<file path="config.mk">
export PLATFORM = sky130hd
export DESIGN_NAME = bcd_digit_sequencer_flat
export DESIGN_NICKNAME = d
export VERILOG_FILES = /design/src/rtl/bcd_seq_pkg.sv /design/src/rtl/bcd_digit_sequencer_if.sv /design/src/rtl/bcd_lead_digit.sv /design/src/rtl/bin_to_dec.sv /design/src/rtl/bcd_digit_sequencer.sv /design/src/flat_wrapper.sv
export SDC_FILE = /design/constraint.sdc
export NUM_CORES = 1
export LEC_CHECK = 0
export BUFFER_PORTS_ARGS = -buffer_cell sky130_fd_sc_hd__buf_4
export CAP_MARGIN = 20
export CORE_ASPECT_RATIO = 1.2
export CORE_UTILIZATION = 60
export CTS_CLUSTER_DIAMETER = 200
export DETAILED_ROUTE_END_ITERATION = 8
export GPL_ROUTABILITY_DRIVEN = 0
export PLACE_DENSITY = 0.77
export SETUP_SLACK_MARGIN = 0.1
export SLEW_MARGIN = 10
export SYNTH_ARGS = -nofsm -noshare
export SYNTH_HDL_FRONTEND = slang
export SYNTH_SLANG_ARGS = --single-unit
</file>
<file path="constraint.sdc">
create_clock -name clk -period 31 [get_ports clk]
set_input_delay 1.55 -clock clk [delete_from_list [all_inputs] [get_ports clk]]
set_output_delay 1.55 -clock clk [all_outputs]
set_load 0.03 [all_outputs]
</file>
<file path="src/rtl/bcd_seq_pkg.sv">
// Shared constants, FSM state encoding and digit-slice helper for the BCD digit sequencer.
package bcd_seq_pkg;

  localparam int DIGITS_DEF = 10;
  localparam int BIN_W      = 32;
  localparam int IDX_W      = 4;
  localparam int BCD_W      = DIGITS_DEF * 4;

  typedef enum logic [1:0] {
    IDLE = 2'd0,
    CONV = 2'd1,
    EMIT = 2'd2
  } state_e;

  function automatic logic [3:0] digit_at(input logic [BCD_W-1:0] v, input logic [IDX_W-1:0] i);
    return v[int'(i)*4 +: 4];
  endfunction

endpackage

</file>
<file path="src/rtl/bcd_digit_sequencer_if.sv">
// Input word stream, output digit stream, status and FSM debug state of the BCD digit sequencer.
interface bcd_digit_sequencer_if;
  import bcd_seq_pkg::*;

  // Both streams: a transfer happens on a rising clk edge where valid and ready are both 1;
  // the producer holds its payload stable and keeps valid high until that transfer.
  logic [BIN_W-1:0] din;
  logic             din_valid;
  logic             din_ready;
  logic [3:0]       dout;
  logic [IDX_W-1:0] dout_idx;
  logic             dout_valid;
  logic             dout_ready;
  logic             dout_last;
  logic             busy;
  state_e           state;

  modport master (
    output din, din_valid, dout_ready,
    input  din_ready, dout, dout_idx, dout_valid, dout_last, busy, state
  );

  modport slave (
    input  din, din_valid, dout_ready,
    output din_ready, dout, dout_idx, dout_valid, dout_last, busy, state
  );

endinterface

</file>
<file path="src/rtl/bcd_lead_digit.sv">
// Index of the most significant non-zero BCD digit; 0 when every digit is zero.
module bcd_lead_digit
  import bcd_seq_pkg::*;
#(
  parameter int DIGITS = DIGITS_DEF
) (
  input  logic [DIGITS*4-1:0] bcd,
  output logic [IDX_W-1:0]    idx
);

  always_comb begin
    idx = '0;
    for (int i = 0; i < DIGITS; i++) begin
      if (bcd[i*4 +: 4] != 4'd0) idx = IDX_W'(i);
    end
  end

endmodule

</file>
<file path="src/rtl/bin_to_dec.sv">
// Combinational 32-bit binary to 10-digit BCD converter (shift-and-add-3).
module bin_to_dec (
  input  logic [31:0] bin,
  output logic [39:0] bcd
);

  logic [39:0] acc;

  always_comb begin
    acc = '0;
    for (int i = 31; i >= 0; i--) begin
      for (int d = 0; d < 10; d++) begin
        if (acc[d*4 +: 4] >= 4'd5) acc[d*4 +: 4] = acc[d*4 +: 4] + 4'd3;
      end
      acc = {acc[38:0], bin[i]};
    end
    bcd = acc;
  end

endmodule

</file>
<file path="src/rtl/bcd_digit_sequencer.sv">
// Converts one binary word to BCD and streams its digits MSD first, one per output handshake.
// Leading-zero suppression is built when BDS_LZ_SUPPRESS_EN is defined.
module bcd_digit_sequencer
  import bcd_seq_pkg::*;
#(
  parameter int DIGITS   = DIGITS_DEF,
  parameter int REG_CONV = 1
) (
  input  logic                  clk,
  input  logic                  rst,
  bcd_digit_sequencer_if.slave  bus
);

  localparam logic [1:0] CAP_CNT  = 2'(REG_CONV);
  localparam logic [1:0] LOAD_CNT = 2'(REG_CONV + 1);

  state_e           state;
  logic [BIN_W-1:0] bin_reg;
  logic [BCD_W-1:0] bcd_reg;
  logic [BCD_W-1:0] conv_bcd;
  logic [BCD_W-1:0] cap_src;
  logic [IDX_W-1:0] start_idx;
  logic [IDX_W-1:0] idx;
  logic [1:0]       cnt;
  logic             din_ready_q;
  logic [3:0]       dout_q;
  logic             dout_valid_q;
  logic             dout_last_q;
  logic             busy_q;

  bin_to_dec u_bin_to_dec (
    .bin (bin_reg),
    .bcd (conv_bcd)
  );

  if (REG_CONV != 0) begin : g_pipe
    logic [BCD_W-1:0] pipe_q;
    always_ff @(posedge clk or posedge rst) begin
      if (rst) pipe_q <= '0;
      else     pipe_q <= conv_bcd;
    end
    assign cap_src = pipe_q;
  end else begin : g_direct
    assign cap_src = conv_bcd;
  end

`ifdef BDS_LZ_SUPPRESS_EN
  bcd_lead_digit #(.DIGITS(DIGITS)) u_lead (
    .bcd (bcd_reg),
    .idx (start_idx)
  );
`else
  localparam logic [IDX_W-1:0] LAST_IDX = IDX_W'(DIGITS - 1);
  assign start_idx = LAST_IDX;
`endif

  // CONV: the capture edge loads bcd_reg, the following edge presents the first digit.
  always_ff @(posedge clk or posedge rst) begin
    if (rst) begin
      state        <= IDLE;
      bin_reg      <= '0;
      bcd_reg      <= '0;
      idx          <= '0;
      cnt          <= '0;
      din_ready_q  <= 1'b0;
      dout_q       <= '0;
      dout_valid_q <= 1'b0;
      dout_last_q  <= 1'b0;
      busy_q       <= 1'b0;
    end else begin
      case (state)
        IDLE: begin
          if (bus.din_valid && din_ready_q) begin
            bin_reg     <= bus.din;
            din_ready_q <= 1'b0;
            busy_q      <= 1'b1;
            cnt         <= '0;
            state       <= CONV;
          end else begin
            din_ready_q <= 1'b1;
          end
        end
        CONV: begin
          cnt <= cnt + 2'd1;
          if (cnt == CAP_CNT) bcd_reg <= cap_src;
          if (cnt == LOAD_CNT) begin
            idx          <= start_idx;
            dout_q       <= digit_at(bcd_reg, start_idx);
            dout_last_q  <= (start_idx == '0);
            dout_valid_q <= 1'b1;
            state        <= EMIT;
          end
        end
        EMIT: begin
          if (bus.dout_ready) begin
            if (idx == '0) begin
              dout_valid_q <= 1'b0;
              dout_last_q  <= 1'b0;
              busy_q       <= 1'b0;
              din_ready_q  <= 1'b1;
              state        <= IDLE;
            end else begin
              idx         <= idx - IDX_W'(1);
              dout_q      <= digit_at(bcd_reg, idx - IDX_W'(1));
              dout_last_q <= (idx == IDX_W'(1));
            end
          end
        end
        default: state <= IDLE;
      endcase
    end
  end

  assign bus.din_ready  = din_ready_q;
  assign bus.dout       = dout_q;
  assign bus.dout_idx   = idx;
  assign bus.dout_valid = dout_valid_q;
  assign bus.dout_last  = dout_last_q;
  assign bus.busy       = busy_q;
  assign bus.state      = state;

endmodule
</file>
<file path="src/flat_wrapper.sv">
// flat-port wrapper written by rule: the top's interface ports become plain ports
module bcd_digit_sequencer_flat import bcd_seq_pkg::*;
#(
  parameter int DIGITS   = DIGITS_DEF,
  parameter int REG_CONV = 1
)
  (clk, rst, bus_din, bus_din_valid, bus_dout_ready, bus_din_ready, bus_dout, bus_dout_idx, bus_dout_valid, bus_dout_last, bus_busy, bus_state);
  bcd_digit_sequencer_if bus_i ();
  input  logic clk;
  input  logic rst;
  input wire logic [$bits(bus_i.din)-1:0] bus_din;
  input wire logic [$bits(bus_i.din_valid)-1:0] bus_din_valid;
  input wire logic [$bits(bus_i.dout_ready)-1:0] bus_dout_ready;
  output wire logic [$bits(bus_i.din_ready)-1:0] bus_din_ready;
  output wire logic [$bits(bus_i.dout)-1:0] bus_dout;
  output wire logic [$bits(bus_i.dout_idx)-1:0] bus_dout_idx;
  output wire logic [$bits(bus_i.dout_valid)-1:0] bus_dout_valid;
  output wire logic [$bits(bus_i.dout_last)-1:0] bus_dout_last;
  output wire logic [$bits(bus_i.busy)-1:0] bus_busy;
  output wire logic [$bits(bus_i.state)-1:0] bus_state;
  assign bus_i.din = bus_din;
  assign bus_i.din_valid = bus_din_valid;
  assign bus_i.dout_ready = bus_dout_ready;
  assign bus_din_ready = bus_i.din_ready;
  assign bus_dout = bus_i.dout;
  assign bus_dout_idx = bus_i.dout_idx;
  assign bus_dout_valid = bus_i.dout_valid;
  assign bus_dout_last = bus_i.dout_last;
  assign bus_busy = bus_i.busy;
  assign bus_state = bus_i.state;
  bcd_digit_sequencer #(.DIGITS(DIGITS), .REG_CONV(REG_CONV)) u_core (.clk(clk), .rst(rst), .bus(bus_i));
endmodule
</file>
# ---- Yosys cells after proc, flatten, opt, wreduce, memory -nomap -nowiden
# Index checks and enable logic that the tools add are counted.
dict set report word_totals {
  ff_bits 128
  input_bits 36
  out_inout_bits 14
  wordCells 533
}
dict set report classes {
  n_addsub 157
  order_cmp 155
  n_eq_ne 10
  n_shift 1
  n_mux 184
  n_reduce_logical 15
}
# operator n
set ops {}
lappend ops {{two-way mux 4 bit} 159}
lappend ops {{greater-or-equal comparator 4 x 3 -> 1 bit (second input constant)} 145}
lappend ops {{adder 4 x 2 -> 4 bit (second input constant)} 144}
lappend ops {{indexed part select 40 x 7 -> 4 bit} 1}
lappend ops {{adder 3 x 2 -> 4 bit (second input constant)} 9}
lappend ops {{greater-or-equal comparator 3 bit (second input constant)} 10}
lappend ops {{one-hot mux 4 bit (2 select lines)} 2}
lappend ops {{AND reduction 4 bit} 4}
lappend ops {{two-way mux 1 bit} 10}
lappend ops {{two-way mux 2 bit} 5}
lappend ops {{one-hot mux 1 bit (2 select lines)} 4}
lappend ops {{adder 3 x 2 -> 3 bit (second input constant)} 2}
lappend ops {{two-way mux 3 bit} 2}
lappend ops {{inequality test 2 x 1 -> 1 bit (second input constant)} 3}
lappend ops {{one-hot mux 2 bit (3 select lines)} 1}
lappend ops {{AND reduction 2 bit} 3}
lappend ops {{AND reduction 3 bit} 2}
lappend ops {{nonzero test 2 bit} 3}
lappend ops {{equality test 2 x 1 -> 1 bit (second input constant)} 2}
lappend ops {{equality test 2 bit (second input constant)} 2}
lappend ops {{equality test 4 x 1 -> 1 bit (second input constant)} 1}
lappend ops {{logical NOT 4 bit} 1}
lappend ops {{inequality test 2 bit (second input constant)} 2}
lappend ops {{one-hot mux 2 bit (2 select lines)} 1}
lappend ops {{4 further kinds} 4}

# ---- Depth between registers and ports, before layout
# Gate-level depths: netlist of the first run.
dict set report logic_depth {
  ltp_word 58
  depth_mapped 136
  mapped_depth_nobuf 128
}

# ---- Modules after synthesis
# Synthesis of the first run repeated with hierarchy kept, for this count alone.
dict set report hier_totals {
  cells_unflattened 4030
  hier_area_um2 29090.4
}
# module n_inst cells_per_inst area_each_um2 seq_area_each_um2
set by_module_without_submodules {}
lappend by_module_without_submodules {bin_to_dec 1 3706 24094.4 0.0}
lappend by_module_without_submodules {bcd_digit_sequencer 1 324 4996.0 3203.1}

# ---- Least setup slack after synthesis of the first run
# No wires, ideal clock.
dict set report synth_timing {
  kind {register to register}
  start {register u_core.bin_reg[30]}
  end {register u_core.g_pipe.pipe_q[28] (netlist: u_core.cap_src[28])}
  setup_ns 0.134
  arrival_ns 23.366
  required_ns 30.866
  slack_ns 7.500
  stages_incl_launch_ff 123
  n_path_buf 7
  period_less_slack_ns 23.500
  cell_sequence {dfrtp_1 > buf_2 > inv_1 > ha_1 > or2_2 > a21oi_1 > ha_1 > nand2b_1 > o211a_1 > o211a_1 > inv_1 > ha_1 > clkbuf_1 > or2b_1 > o2111a_1 > or2_1 > buf_4 > ha_1 > (+87 left out) > a21o_1 > nand2_1 > inv_1 > ha_1 > inv_1 > a21oi_1 > o32ai_1 > buf_2 > nand2_1 > nor2_1 > a21oi_1 > ha_1 > maj3_1 > a221oi_1 > nor2_1 > a21oi_1 > a21oi_1 > xnor2_1}
}
dict set report synth_via {
  elab_chain_len 58
  elab_cells_between_ends 357
  cone_classes {119 x add/sub; 119 x order compare; 119 x mux}
}
# element line
set synth_rtl {}
lappend synth_rtl {{from (decl)} bcd_digit_sequencer.sv:18} ;# logic [BIN_W-1:0] bin_reg;
lappend synth_rtl {{from (signal assigned)} bcd_digit_sequencer.sv:74} ;# bin_reg <= bus.din;
lappend synth_rtl {{adder 3 x 2 -> 4 bit / greater-or-equal comparator 3 bit (equally long branches)} bin_to_dec.sv:13} ;# if (acc[d*4 +: 4] >= 4'd5) acc[d*4 +: 4] = acc[d*4 +: 4] + 4'd3;
lappend synth_rtl {{two-way mux 4 bit *} bin_to_dec.sv:13}
lappend synth_rtl {{adder 4 x 2 -> 4 bit / greater-or-equal comparator 4 x 3 -> 1 bit (equally long branches)} bin_to_dec.sv:13}
lappend synth_rtl {{two-way mux 4 bit} bin_to_dec.sv:13}
lappend synth_rtl {{greater-or-equal comparator 4 x 3 -> 1 bit / adder 4 x 2 -> 4 bit (equally long branches)} bin_to_dec.sv:13}
lappend synth_rtl {{two-way mux 4 bit} bin_to_dec.sv:13}
lappend synth_rtl {{adder 4 x 2 -> 4 bit, or another cell as far along} bin_to_dec.sv:13}
lappend synth_rtl {{two-way mux 4 bit} bin_to_dec.sv:13}
lappend synth_rtl {{(+43 left out)} -}
lappend synth_rtl {{two-way mux 4 bit} bin_to_dec.sv:13}
lappend synth_rtl {{adder 4 x 2 -> 4 bit / greater-or-equal comparator 4 x 3 -> 1 bit (equally long branches)} bin_to_dec.sv:13}
lappend synth_rtl {{two-way mux 4 bit} bin_to_dec.sv:13}
lappend synth_rtl {{adder 4 x 2 -> 4 bit / greater-or-equal comparator 4 x 3 -> 1 bit (equally long branches)} bin_to_dec.sv:13}
lappend synth_rtl {{two-way mux 4 bit} bin_to_dec.sv:13}
lappend synth_rtl {{adder 4 x 2 -> 4 bit / greater-or-equal comparator 4 x 3 -> 1 bit (equally long branches)} bin_to_dec.sv:13}
lappend synth_rtl {{two-way mux 4 bit *} bin_to_dec.sv:13}
lappend synth_rtl {{via u_core.conv_bcd[28]} bcd_digit_sequencer.sv:20} ;# logic [BCD_W-1:0] conv_bcd;
lappend synth_rtl {{to (signal assigned)} bcd_digit_sequencer.sv:40} ;# else pipe_q <= conv_bcd;
lappend synth_rtl {{to (decl)} bcd_digit_sequencer.sv:37} ;# logic [BCD_W-1:0] pipe_q;
# The timed path passes the listed nets; every way through them passes the cells marked *.
# A chain may end at the register's enable or synchronous reset.

# ---- Worst setup path after layout of the first run
dict set report layout_timing {
  start {register u_core.bin_reg[30]}
  end {register u_core.g_pipe.pipe_q[27] (netlist: u_core.cap_src[27])}
}
# Same word-level chain as after synthesis.

==> results.sh, run 1 <==
export IMPL_status="finished clean"
export IMPL_ys_warn_count=0
export IMPL_worstMarginPinSlew_ps=1100
export IMPL_cts_reportedPaths_clkPinSlew_ps=70
export IMPL_crit_type="register to register"
export IMPL_final_max_slew_viol_count=0
export IMPL_synth_compound_area_share_pct=41.4
export IMPL_layout_drive_gt1_share_pct=12.9
export IMPL_setup_violations=0
export IMPL_synth_edf_count=0
export IMPL_cp_startpoint="u_core.bin_reg[30]"
export IMPL_drc_errors=0
export IMPL_netlist_area_um2=28000
export IMPL_worstPathRequired_ps=31370
export IMPL_fin_crit_ps=26750
export IMPL_portBuffers=49
export IMPL_yosys_register_bits=128
export IMPL_rr_startpoint="u_core.bin_reg[30]"
export IMPL_nets=3891
export IMPL_final_cell_mix="nand2_1 (344), nor2_1 (340), a21oi_1 (237)"
export IMPL_first_iter_violations=1917
export IMPL_die_area_um2=47500
export IMPL_grt_usage_pct=27.6
export IMPL_grt_antenna_before_repair=0
export IMPL_cts_sinks=128
export IMPL_syn_inst=3818
export IMPL_skew_ps=12.2
export IMPL_clk_latency_ps=460
export IMPL_max_freq_mhz=37.4
export IMPL_mostFrequentLayoutCell="nand2_1"
export IMPL_synth_simple_area_share_pct=24.1
export IMPL_vias=29230
export IMPL_cp_common_cell="ha_1"
export IMPL_async_reset_ff_share_pct=100
export IMPL_grt_pass1_vias=26086
export IMPL_routed_wl_um=67000
export IMPL_min_path_type="register to register"
export IMPL_n_antenna_cell=0
export IMPL_synth_cell_types=159
export IMPL_vias_per_cell=6.67
export IMPL_cp_depth=109
export IMPL_finalSetupTns_ps=0
export IMPL_path_max_fanout=18
export IMPL_regToRegEndpoint="u_core.cap_src[27]"
export IMPL_ctsLongestPathBuffers=2
export IMPL_grt_overflow=0
export IMPL_yosys_area_share_xor_xnor_pct=4.85
export IMPL_yosysSeqAreaShare_pct=11.5
export IMPL_postCtsSetupRepairBufs=0
export IMPL_ctsRootBufferMaster="clkbuf_16"
export IMPL_rows=86
export IMPL_cpMaxStageDelayCell="mux2i_1"
export IMPL_rsz0062_at_grt="no"
export IMPL_syn_to_final_growth_pct=4.36
export IMPL_cts_tree="built"
export IMPL_end_kind="register"
export IMPL_hold_buffers=0
export IMPL_core_region_area_um2=45900
export IMPL_die_x_um=199
export IMPL_maxCapViolations=0
export IMPL_cpPeakStageDelay_ps=640
export IMPL_hpwl_um=49800
export IMPL_wl_per_cell_um=15.3
export IMPL_syn_avg_cell_area_um2=7.33
export IMPL_synth_nets=3957
export IMPL_die_h_um=239
export IMPL_synth_ff_type="dfrtp_1"
export IMPL_worstSetupStartpointType="register"
export IMPL_critPathTopFamily="compound AO/OA/AOI/OAI gates"
export IMPL_rrSetupSlack_ps=4250
export IMPL_cts_max_level=4
export IMPL_cts_made_buffers=17
export IMPL_crit_arrival_ps=27120
export IMPL_fin_crit_sh_pct=86.3
export IMPL_synth_mux_area_fraction_pct=7.74
export IMPL_grt_pass1_wl_um=116000
export IMPL_final_hold_viol_count=0
export IMPL_worst_path_buf_inv=11
export IMPL_ant_nets=0
export IMPL_io_pins=50
export IMPL_start_util_pct=60.9
export IMPL_synth_adder_area_share_pct=5.07
export IMPL_endpoint="u_core.cap_src[27]"
export IMPL_synth_top_family_by_area="compound AO/OA/AOI/OAI gates"
export IMPL_grt_max_degree=76
export IMPL_max_slew_margin_pct=26.6
export IMPL_dr_pass1_iters=8
export IMPL_post_cts_resized=0
export IMPL_r2r_cells=109
==> synth_stat cells, types with 31 or more instances <==
master | number | share of area, %
a211o_1 | 35 | 1.1
a211oi_1 | 75 | 2.0
a21o_1 | 52 | 1.4
a21oi_1 | 237 | 4.2
a221oi_1 | 31 | 0.97
a22oi_1 | 32 | 0.86
a31oi_1 | 50 | 1.1
and2_1 | 48 | 1.1
and3_1 | 33 | 0.74
buf_2 | 37 | 0.66
clkbuf_1 | 94 | 1.3
dfrtp_1 | 128 | 11
ha_1 | 103 | 4.6
inv_1 | 159 | 2.1
inv_2 | 33 | 0.44
mux2_2 | 88 | 3.5
mux2i_1 | 77 | 2.8
nand2_1 | 344 | 4.6
nand2b_1 | 33 | 0.74
nand3_1 | 130 | 2.3
nand4_1 | 50 | 1.1
nor2_1 | 340 | 4.6
nor3_1 | 123 | 2.2
nor4_1 | 37 | 0.83
o211a_1 | 31 | 1.1
o211ai_1 | 97 | 2.6
o21a_1 | 47 | 1.3
o21ai_0 | 236 | 4.2
o21ai_1 | 48 | 0.86
o22ai_1 | 54 | 1.2
or3_1 | 37 | 0.83
xnor2_1 | 80 | 2.5
==> stage by stage <==
stage | hold slack (ps) | setup WS [ps] | std cells | utilization [%] | cell area, um^2
detailed placement | 363 | 4640 | 4348 | 62.2 | 28600
global route | 388 | 1730 | 4381 | 63.5 | 29200
global placement | 364 | 5340 | 4348 | 62.2 | 28600
finish | 377 | 4250 | 4381 | 63.5 | 29200
floorplan | 350 | 7500 | 3818 | - | 28000
CTS | 379 | 4600 | 4380 | 63.5 | 29200
==> cell type report <==
class	instances	area [um^2]
Multi-Input combinational cell	3327	23300
Sequential cell	128	3200
Clock inverter	14	169
Clock buffer	18	429
Timing Repair Buffer	73	546
Inverter	205	774
Fill cell	4213	16800
Tap cell	616	771
==> layer usage <==
metal,track usage (%),vias to the layer above,wire length [um]
li1,-,14805,-
met1,36.1,13739,31600
met2,48.4,618,32700
met3,2.23,68,1940
met4,6.97,0,766
met5,0,-,0
==> kinds of logic (layout without fill, tap and decap cells) <==
logic type,after synthesis,in the layout
XOR/XNOR,132,132
flip-flops,128,128
buffers and inverters,363,310
AO/OA/AOI/OAI,1539,1539
AND/OR/NAND/NOR,1353,1353
multiplexers,187,187
adder cells (fa/ha/maj),116,116
==> worst min path at each step <==
stage,depth (start not counted),to,slack [ps],from
6_report,0,u_core.cap_src[0],380,u_core.bin_reg[0]
5_1_grt,0,u_core.cap_src[0],390,u_core.bin_reg[0]
4_1_cts,0,u_core.cap_src[0],380,u_core.bin_reg[0]
3_5_place_dp,0,u_core.cap_src[0],360,u_core.bin_reg[0]
3_3_place_gp,0,u_core.cap_src[0],360,u_core.bin_reg[0]
2_1_floorplan,0,u_core.cap_src[0],350,u_core.bin_reg[0]
Power of run 1 is left out: the tool's default activity adds up to more than one toggle a clock period on the data nets, which glitch-free logic cannot reach.
==> run 2: changes to the inputs <==
ABC_AREA = 1   (was unset)
==> results.sh, run 2 <==
export IMPL_status="finished clean"
export IMPL_die_x_um=178
export IMPL_fin_crit_sh_pct=58.9
export IMPL_worstSetupStartpointType="register"
export IMPL_ant_nets=0
export IMPL_synth_ff_type="dfrtp_1"
export IMPL_setup_violations=0
export IMPL_portBuffers=49
export IMPL_max_slew_margin_pct=33.5
export IMPL_synth_top_cell_area_share_pct=14.4
export IMPL_nets=3542
export IMPL_crit_arrival_ps=18580
export IMPL_ys_warn_count=0
export IMPL_skew_ps=15.8
export IMPL_path_max_fanout=5
export IMPL_vias=20380
export IMPL_min_path_type="register to register"
export IMPL_cpPeakStageDelay_ps=380
export IMPL_clk_latency_ps=440
export IMPL_start_util_pct=61.5
export IMPL_layout_drive_gt1_share_pct=32.8
export IMPL_synth_cell_types=58
export IMPL_grt_max_degree=72
export IMPL_routed_wl_um=42000
export IMPL_synth_nets=3489
export IMPL_cts_made_buffers=17
export IMPL_cts_tree="built"
export IMPL_cp_depth=145
export IMPL_final_hold_viol_count=0
export IMPL_synth_most_common_cell="nand2_1"
export IMPL_syn_to_final_growth_pct=6.78
export IMPL_rsz0062_at_grt="no"
export IMPL_worstMarginPinSlew_ps=998
export IMPL_first_iter_violations=539
export IMPL_n_antenna_cell=0
export IMPL_core_region_area_um2=36200
export IMPL_cp_common_cell="nand2_1"
export IMPL_ctsLongestPathBuffers=2
export IMPL_syn_inst=3350
export IMPL_post_cts_resized=0
export IMPL_max_freq_mhz=54.8
export IMPL_fin_crit_ps=18260
export IMPL_yosysTopAreaCell="nand2_1"
export IMPL_ctsRootBufferMaster="clkbuf_16"
export IMPL_final_max_slew_viol_count=0
export IMPL_grt_overflow=0
export IMPL_dr_pass1_iters=5
export IMPL_cts_reportedPaths_clkPinSlew_ps=60
export IMPL_hold_path_depth=0
export IMPL_cpMaxStageDelayCell="dfrtp_1"
export IMPL_async_reset_ff_share_pct=100
export IMPL_syn_avg_cell_area_um2=6.65
export IMPL_r2r_cells=145
export IMPL_postCtsSetupRepairBufs=0
export IMPL_hpwl_um=35600
export IMPL_synth_area_leaders="nand2_1 (14%), dfrtp_1 (14%), nand2_2 (13%), nand2_4 (9.3%), nand3_1 (7.8%)"
export IMPL_yosys_register_bits=128
export IMPL_rows=76
export IMPL_grt_pass1_vias=19873
export IMPL_rrSetupSlack_ps=12740
export IMPL_mostFrequentLayoutCell="nand2_1"
export IMPL_yosys_top_cells_count="nand2_1 (854), nand2_2 (454), inv_1 (429)"
export IMPL_critPathTopFamily="simple AND/OR/NAND/NOR gates"
export IMPL_hold_buffers=0
export IMPL_maxCapViolations=0
export IMPL_grt_pass1_wl_um=77200
export IMPL_vias_per_cell=5.25
export IMPL_die_h_um=213
export IMPL_die_area_um2=37900
export IMPL_netlist_area_um2=22300
export IMPL_cts_max_level=4
export IMPL_wl_per_cell_um=10.8
export IMPL_end_kind="register"
export IMPL_cts_sinks=128
export IMPL_grt_antenna_before_repair=0
export IMPL_yosysSeqAreaShare_pct=14.4
export IMPL_worst_path_buf_inv=20
export IMPL_finalSetupTns_ps=0
export IMPL_io_pins=50
export IMPL_worstPathRequired_ps=31320
export IMPL_grt_usage_pct=23.2
export IMPL_synth_edf_count=0
export IMPL_crit_type="register to register"
export IMPL_drc_errors=0
export IMPL_final_cell_mix="nand2_1 (853), nand2_2 (455), inv_1 (428)"
[run 2: through the flow]
| stage | utilization, % | hold WS, ps | cell area [um^2] | cells | worst slack, ps |
|---|---|---|---|---|---|
| 6_report | 65.6 | 383 | 23800 | 3884 | 12740 |
| 5_1_grt | 65.6 | 393 | 23800 | 3884 | 10900 |
| 4_1_cts | 65.5 | 385 | 23700 | 3883 | 12730 |
| 3_5_place_dp | 63.9 | 365 | 23200 | 3851 | 12800 |
| 3_3_place_gp | 63.9 | 369 | 23200 | 3851 | 13950 |
| 2_1_floorplan | - | 354 | 22300 | 3350 | 14610 |
[run 2: routing by layer]
metal,vias to the layer above,wire length [um],track usage (%)
met4,0,486,5.51
li1,10894,-,-
met1,9310,17500,24.0
met5,-,0,0
met2,133,23500,48.7
met3,43,479,2.01
[run 2: cells by family (layout without fill, tap and decap cells)]
family	after synthesis	count (layout)	share of synthesized area, %
and+or+nand+nor	2220	2220	57.7
buffers and inverters	564	630	9.78
AOI/OAI and AO/OA	249	249	8.06
DFF	128	128	14.4
adders and majority gates	103	103	5.79
xor gates and xnor gates	58	58	2.82
muxes	28	28	1.41
[run 2: final cells by class]
class | instances | area (um^2)
clock buffer | 18 | 429
multi-input combinational | 2658 | 16900
timing repair buffer | 51 | 403
fill | 3186 | 12500
tap | 468 | 586
sequential | 128 | 3200
inverter | 547 | 2120
clock inverter | 14 | 151
[run 2: final timing paths]
path	end	start
hold reg to reg	u_core.cap_src[0]	u_core.bin_reg[0]
hold / removal	u_core.cap_src[0]	u_core.bin_reg[0]
setup reg to reg	u_core.cap_src[9]	u_core.bin_reg[30]
max in group asynchronous	u_core.bus.dout_last	rst
min in group asynchronous	u_core.cap_src[2]	rst
setup / recovery	u_core.cap_src[9]	u_core.bin_reg[30]
Power of run 2 is left out for the same reason.
==> run 3: changes to the inputs <==
clock period = 18.2 ns   (was 31 ns; I/O delays follow)
==> results.sh, run 3 (synthesized netlist as in run 2, its figures left out) <==
export IMPL_final_max_slew_viol_count=0
export IMPL_final_hold_viol_count=0
export IMPL_grt_overflow=0
export IMPL_skew_ps=11.7
export IMPL_hpwl_um=35500
export IMPL_worstPathRequired_ps=18520
export IMPL_cpPeakStageDelay_ps=390
export IMPL_min_path_type="register to register"
export IMPL_max_freq_mhz=58.7
export IMPL_mostFrequentLayoutCell="nand2_1"
export IMPL_worstMarginPinSlew_ps=1050
export IMPL_vias=20768
export IMPL_start_util_pct=61.5
export IMPL_cts_reportedPaths_clkPinSlew_ps=60
export IMPL_die_area_um2=37900
export IMPL_path_max_fanout=5
export IMPL_hold_ws_ps=381
export IMPL_max_slew_margin_pct=30.0
export IMPL_status="finished clean"
export IMPL_cts_made_buffers=17
export IMPL_grt_pass1_vias=19932
export IMPL_cp_common_cell="nand2_1"
export IMPL_endpoint="u_core.cap_src[13]"
export IMPL_rr_startpoint="u_core.bin_reg[29]"
export IMPL_worstSetupStartpointType="register"
export IMPL_clk_latency_ps=430
export IMPL_nets=3590
export IMPL_syn_to_final_growth_pct=11.8
export IMPL_maxCapViolations=0
export IMPL_cts_sinks=128
export IMPL_placed_cell_area_um2=23200
export IMPL_fin_util_pct=68.7
export IMPL_ctsLongestPathBuffers=2
export IMPL_ctsRootBufferMaster="clkbuf_16"
export IMPL_grt_pass1_wl_um=78100
export IMPL_final_cell_area_um2=24900
export IMPL_final_cell_mix="nand2_1 (805), nand2_2 (485), inv_1 (419)"
export IMPL_grt_antenna_before_repair=0
export IMPL_rrSetupSlack_ps=1160
export IMPL_portBuffers=49
export IMPL_drc_errors=0
export IMPL_die_h_um=213
export IMPL_layout_drive_gt1_share_pct=37.1
export IMPL_r2r_cells=152
export IMPL_fin_crit_ps=17040
export IMPL_end_kind="register"
export IMPL_rows=76
export IMPL_crit_type="register to register"
export IMPL_first_iter_violations=762
export IMPL_grt_max_degree=72
export IMPL_grt_usage_pct=23.5
export IMPL_cpMaxStageDelayCell="dfrtp_1"
export IMPL_finalWorstSetupSlack_ps=1160
export IMPL_core_region_area_um2=36200
export IMPL_n_antenna_cell=0
export IMPL_fin_crit_sh_pct=93.6
export IMPL_ant_nets=0
export IMPL_dr_pass1_iters=5
export IMPL_setup_violations=0
export IMPL_vias_per_cell=5.28
export IMPL_regToRegEndpoint="u_core.cap_src[13]"
export IMPL_cts_max_level=4
export IMPL_crit_arrival_ps=17360
export IMPL_io_pins=50
export IMPL_routed_wl_um=44600
export IMPL_die_x_um=178
export IMPL_cp_startpoint="u_core.bin_reg[29]"
export IMPL_pre_cts_ws_ps=9.86
export IMPL_cts_tree="built"
export IMPL_wl_per_cell_um=11.3
==> run 3: final cells by class <==
cell class / count / area, um^2
multi-input combinational: 2658 / 17600
tap: 468 / 586
timing repair buffer: 99 / 747
clock buffer: 18 / 429
clock inverter: 14 / 173
fill: 3059 / 11300
sequential: 128 / 3200
inverter: 547 / 2120
==> run 3: per-stage QoR <==
stage	instances	setup TNS, ps
after floorplan	3350	0
after global placement	3851	0
after detailed placement	3851	0
after CTS	3883	0
after global routing	3932	-3160
final	3932	0
==> run 3: worst min path at each step <==
| stage | slack [ps] | from | end | depth (start not counted) |
|---|---|---|---|---|
| 2_1_floorplan | 350 | u_core.bin_reg[0] | u_core.cap_src[0] | 0 |
| 3_3_place_gp | 370 | u_core.bin_reg[0] | u_core.cap_src[0] | 0 |
| 3_5_place_dp | 370 | u_core.bin_reg[0] | u_core.cap_src[0] | 0 |
| 4_1_cts | 390 | u_core.bin_reg[0] | u_core.cap_src[0] | 0 |
| 5_1_grt | 390 | u_core.bin_reg[0] | u_core.cap_src[0] | 0 |
| 6_report | 380 | u_core.bin_reg[0] | u_core.cap_src[0] | 0 |
==> run 3: repair_timing <==
item	in CTS	in global routing
resized for setup	6	170
buffers inserted	0	49
pin swaps	0	88
endpoints found under the setup margin	12	35
hold buffers	0	0
==> run 3: per-layer routing <==
metal / GRT usage (%) / vias to the layer above / share of wire (%)
met3: 2.21 / 44 / 1.4
li1: - / 10970 / -
met5: 0 / - / 0
met4: 5.75 / 0 / 1.4
met1: 24.4 / 9583 / 41
met2: 48.9 / 171 / 56
==> run 3: critical path: cells and delay by family (launching register included) <==
family | cells | cell delay [ps]
compound gates | 3 | 270
fa+ha+maj | 19 | 3510
buf+inv | 22 | 1680
flops | 1 | 390
simple gates | 108 | 11100
Power of run 3 is left out for the same reason.
